[config.mk]
export PLATFORM = sky130hd
export DESIGN_NAME = xoodyak_dec_gate
export DESIGN_NICKNAME = d
export VERILOG_FILES = /design/src/rtl/xoodyak_pkg.sv /design/src/rtl/xoodyak_tag_cmp.sv /design/src/rtl/xoodyak_dec_gate.sv
export SDC_FILE = /design/constraint.sdc
export NUM_CORES = 2
export LEC_CHECK = 0
export ABC_AREA = 1
export BUFFER_PORTS_ARGS = -buffer_cell sky130_fd_sc_hd__buf_2
export CAP_MARGIN = 20
export CORE_AREA = 2 2 758 760
export CTS_BUF_LIST = sky130_fd_sc_hd__clkbuf_8
export DETAILED_ROUTE_END_ITERATION = 7
export DIE_AREA = 0 0 760 762
export PLACE_DENSITY = 0.34
export SYNTH_ARGS = -nofsm -noshare
export SYNTH_HDL_FRONTEND = slang
export SYNTH_HIERARCHICAL = 1
export SYNTH_SLANG_ARGS = --single-unit
[constraint.sdc]
create_clock -name eph1 -period 74.8 [get_ports eph1]
set_input_delay 3.74 -clock eph1 [delete_from_list [all_inputs] [get_ports eph1]]
set_output_delay 3.74 -clock eph1 [all_outputs]
set_load 0.01 [all_outputs]
[src/rtl/xoodyak_pkg.sv]
// Shared widths and the decrypt-gate state type for the Xoodyak datapath.
package xoodyak_pkg;

    localparam int unsigned TEXT_W  = 192;
    localparam int unsigned TAG_W   = 128;
    localparam int unsigned NONCE_W = 128;
    localparam int unsigned AD_W    = 128;
    localparam int unsigned KEY_W   = 128;

    typedef enum logic [2:0] {
        ST_IDLE,
        ST_LAUNCH,
        ST_WAIT,
        ST_CHECK,
        ST_OUT
    } dec_gate_state_t;

endpackage

[src/rtl/xoodyak_tag_cmp.sv]
// Constant-time 128-bit tag equality: full XOR then OR-reduce, no early exit.
module xoodyak_tag_cmp
    import xoodyak_pkg::*;
(
    input  logic [TAG_W-1:0] tag_a,
    input  logic [TAG_W-1:0] tag_b,
    output logic             equal
);

    logic [TAG_W-1:0] diff;

    // Every bit of both tags contributes regardless of where they differ.
    always_comb begin
        diff  = tag_a ^ tag_b;
        equal = ~|diff;
    end

endmodule

[src/rtl/xoodyak_dec_gate.sv]
// Receive-side release gate: runs the Xoodyak core in decrypt mode and only
// releases plaintext when the recomputed tag matches the received one.
// Optional statistics counters: define XOODYAK_DEC_GATE_STATS_EN.
module xoodyak_dec_gate
    import xoodyak_pkg::*;
#(
    parameter int unsigned TIMEOUT_CYC = 64,
    parameter int unsigned CNT_W       = 16
) (
    input  logic               eph1,
    input  logic               reset,
    input  logic [KEY_W-1:0]   key,
    input  logic               in_valid,
    output logic               in_ready,
    input  logic [TEXT_W-1:0]  in_cipher,
    input  logic [TAG_W-1:0]   in_tag,
    input  logic [NONCE_W-1:0] in_nonce,
    input  logic [AD_W-1:0]    in_ad,
    output logic               core_start,
    output logic               core_opmode,
    output logic [TEXT_W-1:0]  core_textin,
    output logic [NONCE_W-1:0] core_nonce,
    output logic [AD_W-1:0]    core_assodata,
    output logic [KEY_W-1:0]   core_key,
    output logic [TAG_W-1:0]   core_verification_data,
    input  logic               core_done,
    input  logic [TEXT_W-1:0]  core_textout,
    input  logic [TAG_W-1:0]   core_authdata,
    output logic               out_valid,
    input  logic               out_ready,
    output logic [TEXT_W-1:0]  out_text,
    output logic               auth_ok,
    output logic               err_timeout,
    output logic [CNT_W-1:0]   cnt_ok,
    output logic [CNT_W-1:0]   cnt_fail
);

    localparam logic [7:0] TO_LAST = 8'(TIMEOUT_CYC - 1);

    dec_gate_state_t   state;
    logic [7:0]        tcnt;
    logic [TEXT_W-1:0] cap_text;
    logic [TAG_W-1:0]  cap_auth;
    logic              tag_match;

    assign core_opmode = 1'b1;

    xoodyak_tag_cmp u_tag_cmp (
        .tag_a (cap_auth),
        .tag_b (core_verification_data),
        .equal (tag_match)
    );

    // Frame sequencing, field latching, result release and zeroization.
    always_ff @(posedge eph1 or posedge reset) begin
        if (reset) begin
            state                  <= ST_IDLE;
            in_ready               <= 1'b0;
            core_start             <= 1'b0;
            core_textin            <= '0;
            core_nonce             <= '0;
            core_assodata          <= '0;
            core_key               <= '0;
            core_verification_data <= '0;
            cap_text               <= '0;
            cap_auth               <= '0;
            tcnt                   <= '0;
            out_valid              <= 1'b0;
            out_text               <= '0;
            auth_ok                <= 1'b0;
            err_timeout            <= 1'b0;
        end else begin
            core_start <= 1'b0;
            case (state)
                ST_IDLE: begin
                    in_ready <= 1'b1;
                    if (in_valid && in_ready) begin
                        core_textin            <= in_cipher;
                        core_nonce             <= in_nonce;
                        core_assodata          <= in_ad;
                        core_key               <= key;
                        core_verification_data <= in_tag;
                        in_ready               <= 1'b0;
                        core_start             <= 1'b1;
                        state                  <= ST_LAUNCH;
                    end
                end
                ST_LAUNCH: begin
                    tcnt  <= '0;
                    state <= ST_WAIT;
                end
                ST_WAIT: begin
                    tcnt <= tcnt + 8'd1;
                    // core_done takes priority over an expiring timeout
                    if (core_done) begin
                        cap_text <= core_textout;
                        cap_auth <= core_authdata;
                        state    <= ST_CHECK;
                    end else if (tcnt == TO_LAST) begin
                        err_timeout <= 1'b1;
                        auth_ok     <= 1'b0;
                        out_text    <= '0;
                        out_valid   <= 1'b1;
                        state       <= ST_OUT;
                    end
                end
                ST_CHECK: begin
                    auth_ok   <= tag_match;
                    out_text  <= tag_match ? cap_text : '0;
                    out_valid <= 1'b1;
                    state     <= ST_OUT;
                end
                ST_OUT: begin
                    if (out_ready) begin
                        core_textin            <= '0;
                        core_nonce             <= '0;
                        core_assodata          <= '0;
                        core_key               <= '0;
                        core_verification_data <= '0;
                        cap_text               <= '0;
                        cap_auth               <= '0;
                        out_valid              <= 1'b0;
                        out_text               <= '0;
                        auth_ok                <= 1'b0;
                        err_timeout            <= 1'b0;
                        in_ready               <= 1'b1;
                        state                  <= ST_IDLE;
                    end
                end
                default: state <= ST_IDLE;
            endcase
        end
    end

`ifdef XOODYAK_DEC_GATE_STATS_EN
    // Saturating pass/fail statistics, bumped on each result handshake.
    always_ff @(posedge eph1 or posedge reset) begin
        if (reset) begin
            cnt_ok   <= '0;
            cnt_fail <= '0;
        end else if (out_valid && out_ready) begin
            if (auth_ok) begin
                if (cnt_ok != '1) cnt_ok <= cnt_ok + 1'b1;
            end else begin
                if (cnt_fail != '1) cnt_fail <= cnt_fail + 1'b1;
            end
        end
    end
`else
    assign cnt_ok   = '0;
    assign cnt_fail = '0;
`endif

endmodule

Word-level counts from Yosys, hierarchy flattened
Cells that the tools add are included.
{"block": "word_totals", "mem_count": 0, "output_inout_bits": 934, "ram_bits": 0, "romBits": 0, "reg_bits": 1232, "input_bits": 1029, "latch_bits": 0}
{"block": "classes", "n_bitwise": 1, "multipliers": 0, "order_cmp": 0, "div_mod_pow": 0, "reduce_logical": 14, "n_eq_ne": 11, "n_addsub": 1, "mux": 39, "n_shift": 0}
{"cell": "$pmux W128 S2", "n": 5}
{"cell": "$mux W192", "n": 6}
{"cell": "$mux W128", "n": 6}
{"cell": "$pmux W192 S2", "n": 2}
{"cell": "$pmux W192 S3", "n": 1}
{"cell": "$reduce_or A128 Y1", "n": 1}
{"cell": "$xor A128 B128 Y128", "n": 1}
{"cell": "$pmux W8 S2", "n": 1}
{"cell": "$pmux W3 S5", "n": 1}
{"cell": "$mux W3", "n": 4}
{"cell": "$ne A2 B2 Y1 const B", "n": 5}
{"cell": "$mux W1", "n": 9}
{"cell": "$reduce_and A3 Y1", "n": 3}
{"cell": "$add A8 B1 Y8 const B", "n": 1}
{"cell": "$eq A8 B6 Y1 const B", "n": 1}
{"cell": "$reduce_and A4 Y1", "n": 2}
{"cell": "$eq A3 B2 Y1 const B", "n": 2}
{"cell": "$pmux W1 S3", "n": 2}
{"cell": "$reduce_bool A2 Y1", "n": 3}
{"cell": "$pmux W1 S2", "n": 2}
{"cell": "$eq A3 B1 Y1 const B", "n": 1}
{"cell": "$eq A3 B3 Y1 const B", "n": 1}
{"cell": "$logic_not A3 Y1", "n": 1}
{"cell": "$ne A3 B3 Y1 const B", "n": 1}
{"cell": "4 further kinds", "n": 4}

Longest topological paths before layout
{"block": "depth", "depth_word": 4, "ltp_mapped": 16, "mapped_depth_nobuf": 14}

Cells and area by module
Netlist, hierarchy kept.
{"module": "xoodyak_dec_gate", "instances": 1, "area_each_um2": 48853.1, "cells_per_inst": 5421}
{"module": "xoodyak_tag_cmp", "instances": 1, "area_each_um2": 2338.5, "cells_per_inst": 567}

Worst setup path before layout
Ideal clock, no wire load.
{"block": "synth_timing", "path_type": "input to register", "start": "input core_done", "end": "register auth_ok", "cell_stages": 9, "arrival_ps": 4734, "path_slack_ps": 70000, "setup_ps": 66, "cell_sequence": "clkbuf_1 > nand3_2 > nand2_1 > inv_2 > nand3_2 > buf_2 > buf_2 > nand2_1 > nand2_1"}
{"block": "synth_via", "elab_chain_len": 2}
{"item": "from (decl)", "line": "xoodyak_dec_gate.sv:26", "source": "input logic core_done,"}
{"item": "$ne A2 B2 Y1 (no line)"}
{"item": "$reduce_and A4 Y1 (no line)"}
{"item": "to (signal assigned)", "line": "xoodyak_dec_gate.sv:108", "source": "auth_ok <= tag_match;"}
{"item": "to (decl)", "line": "xoodyak_dec_gate.sv:32", "source": "output logic auth_ok,"}
Every way passes these cells.
A chain may end at the register's enable or synchronous reset.

==> metrics <==
register clock-pin slew on the reported worst setup and hold paths approximately 60 ps; post-cts sizing count 0; YS warnings 6; synth top area cells dfrtp_1, nand2_1, nand3_1, buf_2, nor2_1; Adder-Cell Fraction of Synth Area 0.000244; R2R cell count 11; total CTS buffers 277; Hold/Removal Path Class reg2reg; Hold Path End out_text[99]; Port Buf Inserts 1929; GRT Overall Usage 0.151; min Tclk post-route 8030 ps; pwr dens 39.8 nW/µm²; initial antenna violation count 462; RSZ-0062 raised after global routing false; Area Growth Syn to Fin 46.0%; # setup viols final 0; Synth Area in Simple Gates 0.334; post-synthesis sequential area ratio 0.602; most frequent cells after synthesis nand2_1, nand3_1, dfrtp_1; critical path peak fanout 104; post-synth top area cell dfrtp_1; first-pass iteration count of the detailed router 6; Clock Tree Buf Depth 4; fin area 74700 µm²; WL/cell 29.0 µm; ys async rst share 1.00; Initial Utilization 0.0896; R2R Setup Slk 69400 ps; hold path start cap_text[99]; hold path depth 2; cell with the most instances after synthesis nand2_1; postcts setup bufs 0; Final TNS setup 0 ps; Peak VDD IR 16.0 µV; Post-DP HPWL 382000 µm; LEAKAGE 40.2 nW; largest net degree at the start of global routing 166; xor/xnor cell area share of the yosys netlist 0.00753; mux share of post-synthesis cell area 0; Post-synth EDFFs 0; Hold WS around 430 ps; DRC viols 0; Yosys reg bits 1232; Primary FF master, synth dfrtp_1; dpl cell area 68900 µm²; crit path kind in2async; worst-margin pin slew 1050 ps; status completed; Post-Route WL 457000 µm; fraction of layout cells with a size suffix above 1 0.298; grt ovf 0; Netlist Area Pre-Place 51200 µm²; synth unique cells 23; clk_lat worst skew 1110 ps; Fin. Hold Viols 0; Total Power ~3.0 mW; I/O pins 1963; vias per cell 3.30; fin nets a little under 9000; CP required between 70000 and 80000 ps; Die ar. 579000 µm²; die height 762 µm; via count between 50000 and 60000; vias in the first global route about 51000; Mean Syn Cell Area 8.55 µm²; Die X 760 µm; H-tree depth 5; CP Launch Type input pin; Worst Setup End Kind asynchronous set/reset pin; share of the clock period used by the worst path 0.107; count of pins over their slew limit 0; reg-to-reg endpoint core_key[56]; post-synthesis compound-gate area fraction 0.00115; Setup Skew 101 ps; arrival time worst endpoint roughly 9000 ps; Rows around 280; Max-Cap Viols 0; Core ar. around 570000 µm²; top cell type's share of synthesized area 0.602; Slew headroom 0.300; start of the worst register-to-register path state[0]; largest family of logic cells by synthesized area simple AND/OR/NAND/NOR gates; Final ANT Viol Nets 0; clk sinks between 1000 and 1500; Achievable Freq 125 MHz; Syn Inst Count 5988; hold_buf cts 0; first-pass GRT wire length 576000 µm; Iter 0 DRT Violations around 3500; CTS root buf clkbuf_8; CTS tree done; gpl congestion 0.901
==> registers in the layout, summed over array words and instances, names as in the netlist <==
register,count
cap_text,192
core_textin,192
out_text,192
cap_auth,128
core_assodata,128
core_key,128
core_nonce,128
core_verification_data,128
tcnt,8
state,3
auth_ok,1
core_start,1
err_timeout,1
in_ready,1
out_valid,1
==> report_power, final <==
part           switching, mW  internal, mW  total, mW
logic                  0.749         0.313       1.06
registers              0.205         0.910       1.11
clock network          0.374         0.421      0.795
total                   1.33          1.64       2.97
==> worst max path at each step <==
| stage | from | slack, ps | cells past startpoint | endpoint |
|---|---|---|---|---|
| 6_report | reset | 66770 | 8 | core_nonce[87] |
| 3_3_place_gp | reset | 65490 | 8 | core_textin[59] |
| 2_1_floorplan | reset | 36350 | 1 | auth_ok |
| 4_1_cts | reset | 66790 | 8 | core_assodata[45] |
| 5_1_grt | reset | 66230 | 8 | core_nonce[87] |
| 3_5_place_dp | reset | 65530 | 8 | core_textin[62] |
==> layout make-up <==
class / count / area (µm²)
Clock inverter: 155 / 1040
Timing Repair Buffer: 2010 / 10300
Sequential cell: 1232 / 30800
Fill cell: 66300 / 496000
Tap cell: 7560 / 9460
Multi-Input combinational cell: 4179 / 17700
Clock buffer: 321 / 4420
Inverter: 156 / 606
Antenna cell: 135 / 338
==> cell usage in the layout (no fill, tap or decap), drive strengths merged, types with 2 or more instances in the layout <==
cell type  instances
a21oi              3
nand2           2572
clkinv            24
nand3           1357
conb              33
dfrtp           1232
buf             2010
diode            135
o21ai              6
clkbuf           321
xor2              43
bufinv             8
nand4              2
inv              275
nor2             158
clkinvlp           4
==> metal layers <==
metal  up-vias  routed length, µm  global-route usage
li1      23000                  -                   -
met1     25200             179000               0.173
met2      2557             199000               0.234
met3      1022              61900              0.0939
met4       234              16200              0.0442
met5         -               1490                   0
==> worst max-delay path: stages <==
cell and delay (ps):
buf_2 130, inv_8 430, buf_12 510, buf_4 670, buf_4 660, buf_4 670
buf_4 770, buf_4 840
==> cells by family (layout without fill, tap and decap cells) <==
family	count (synthesis)	after routing
fa+ha+maj	1	1
compound gates	11	11
xor+xnor	44	44
other cells	2	168
flops	1232	1232
simple gates	4090	4090
buf+inv	608	2642
==> through the flow <==
stage                     utilization  cells  setup WS, ps
after global routing            0.130  15700         66230
after floorplan                     -   6019         36350
final                           0.131  15700         66770
after detailed placement        0.121  15100         65530
after global placement          0.121  15100         65490
after CTS                       0.130  15600         66790
No activity file was read; power rests on OpenSTA's default activity.
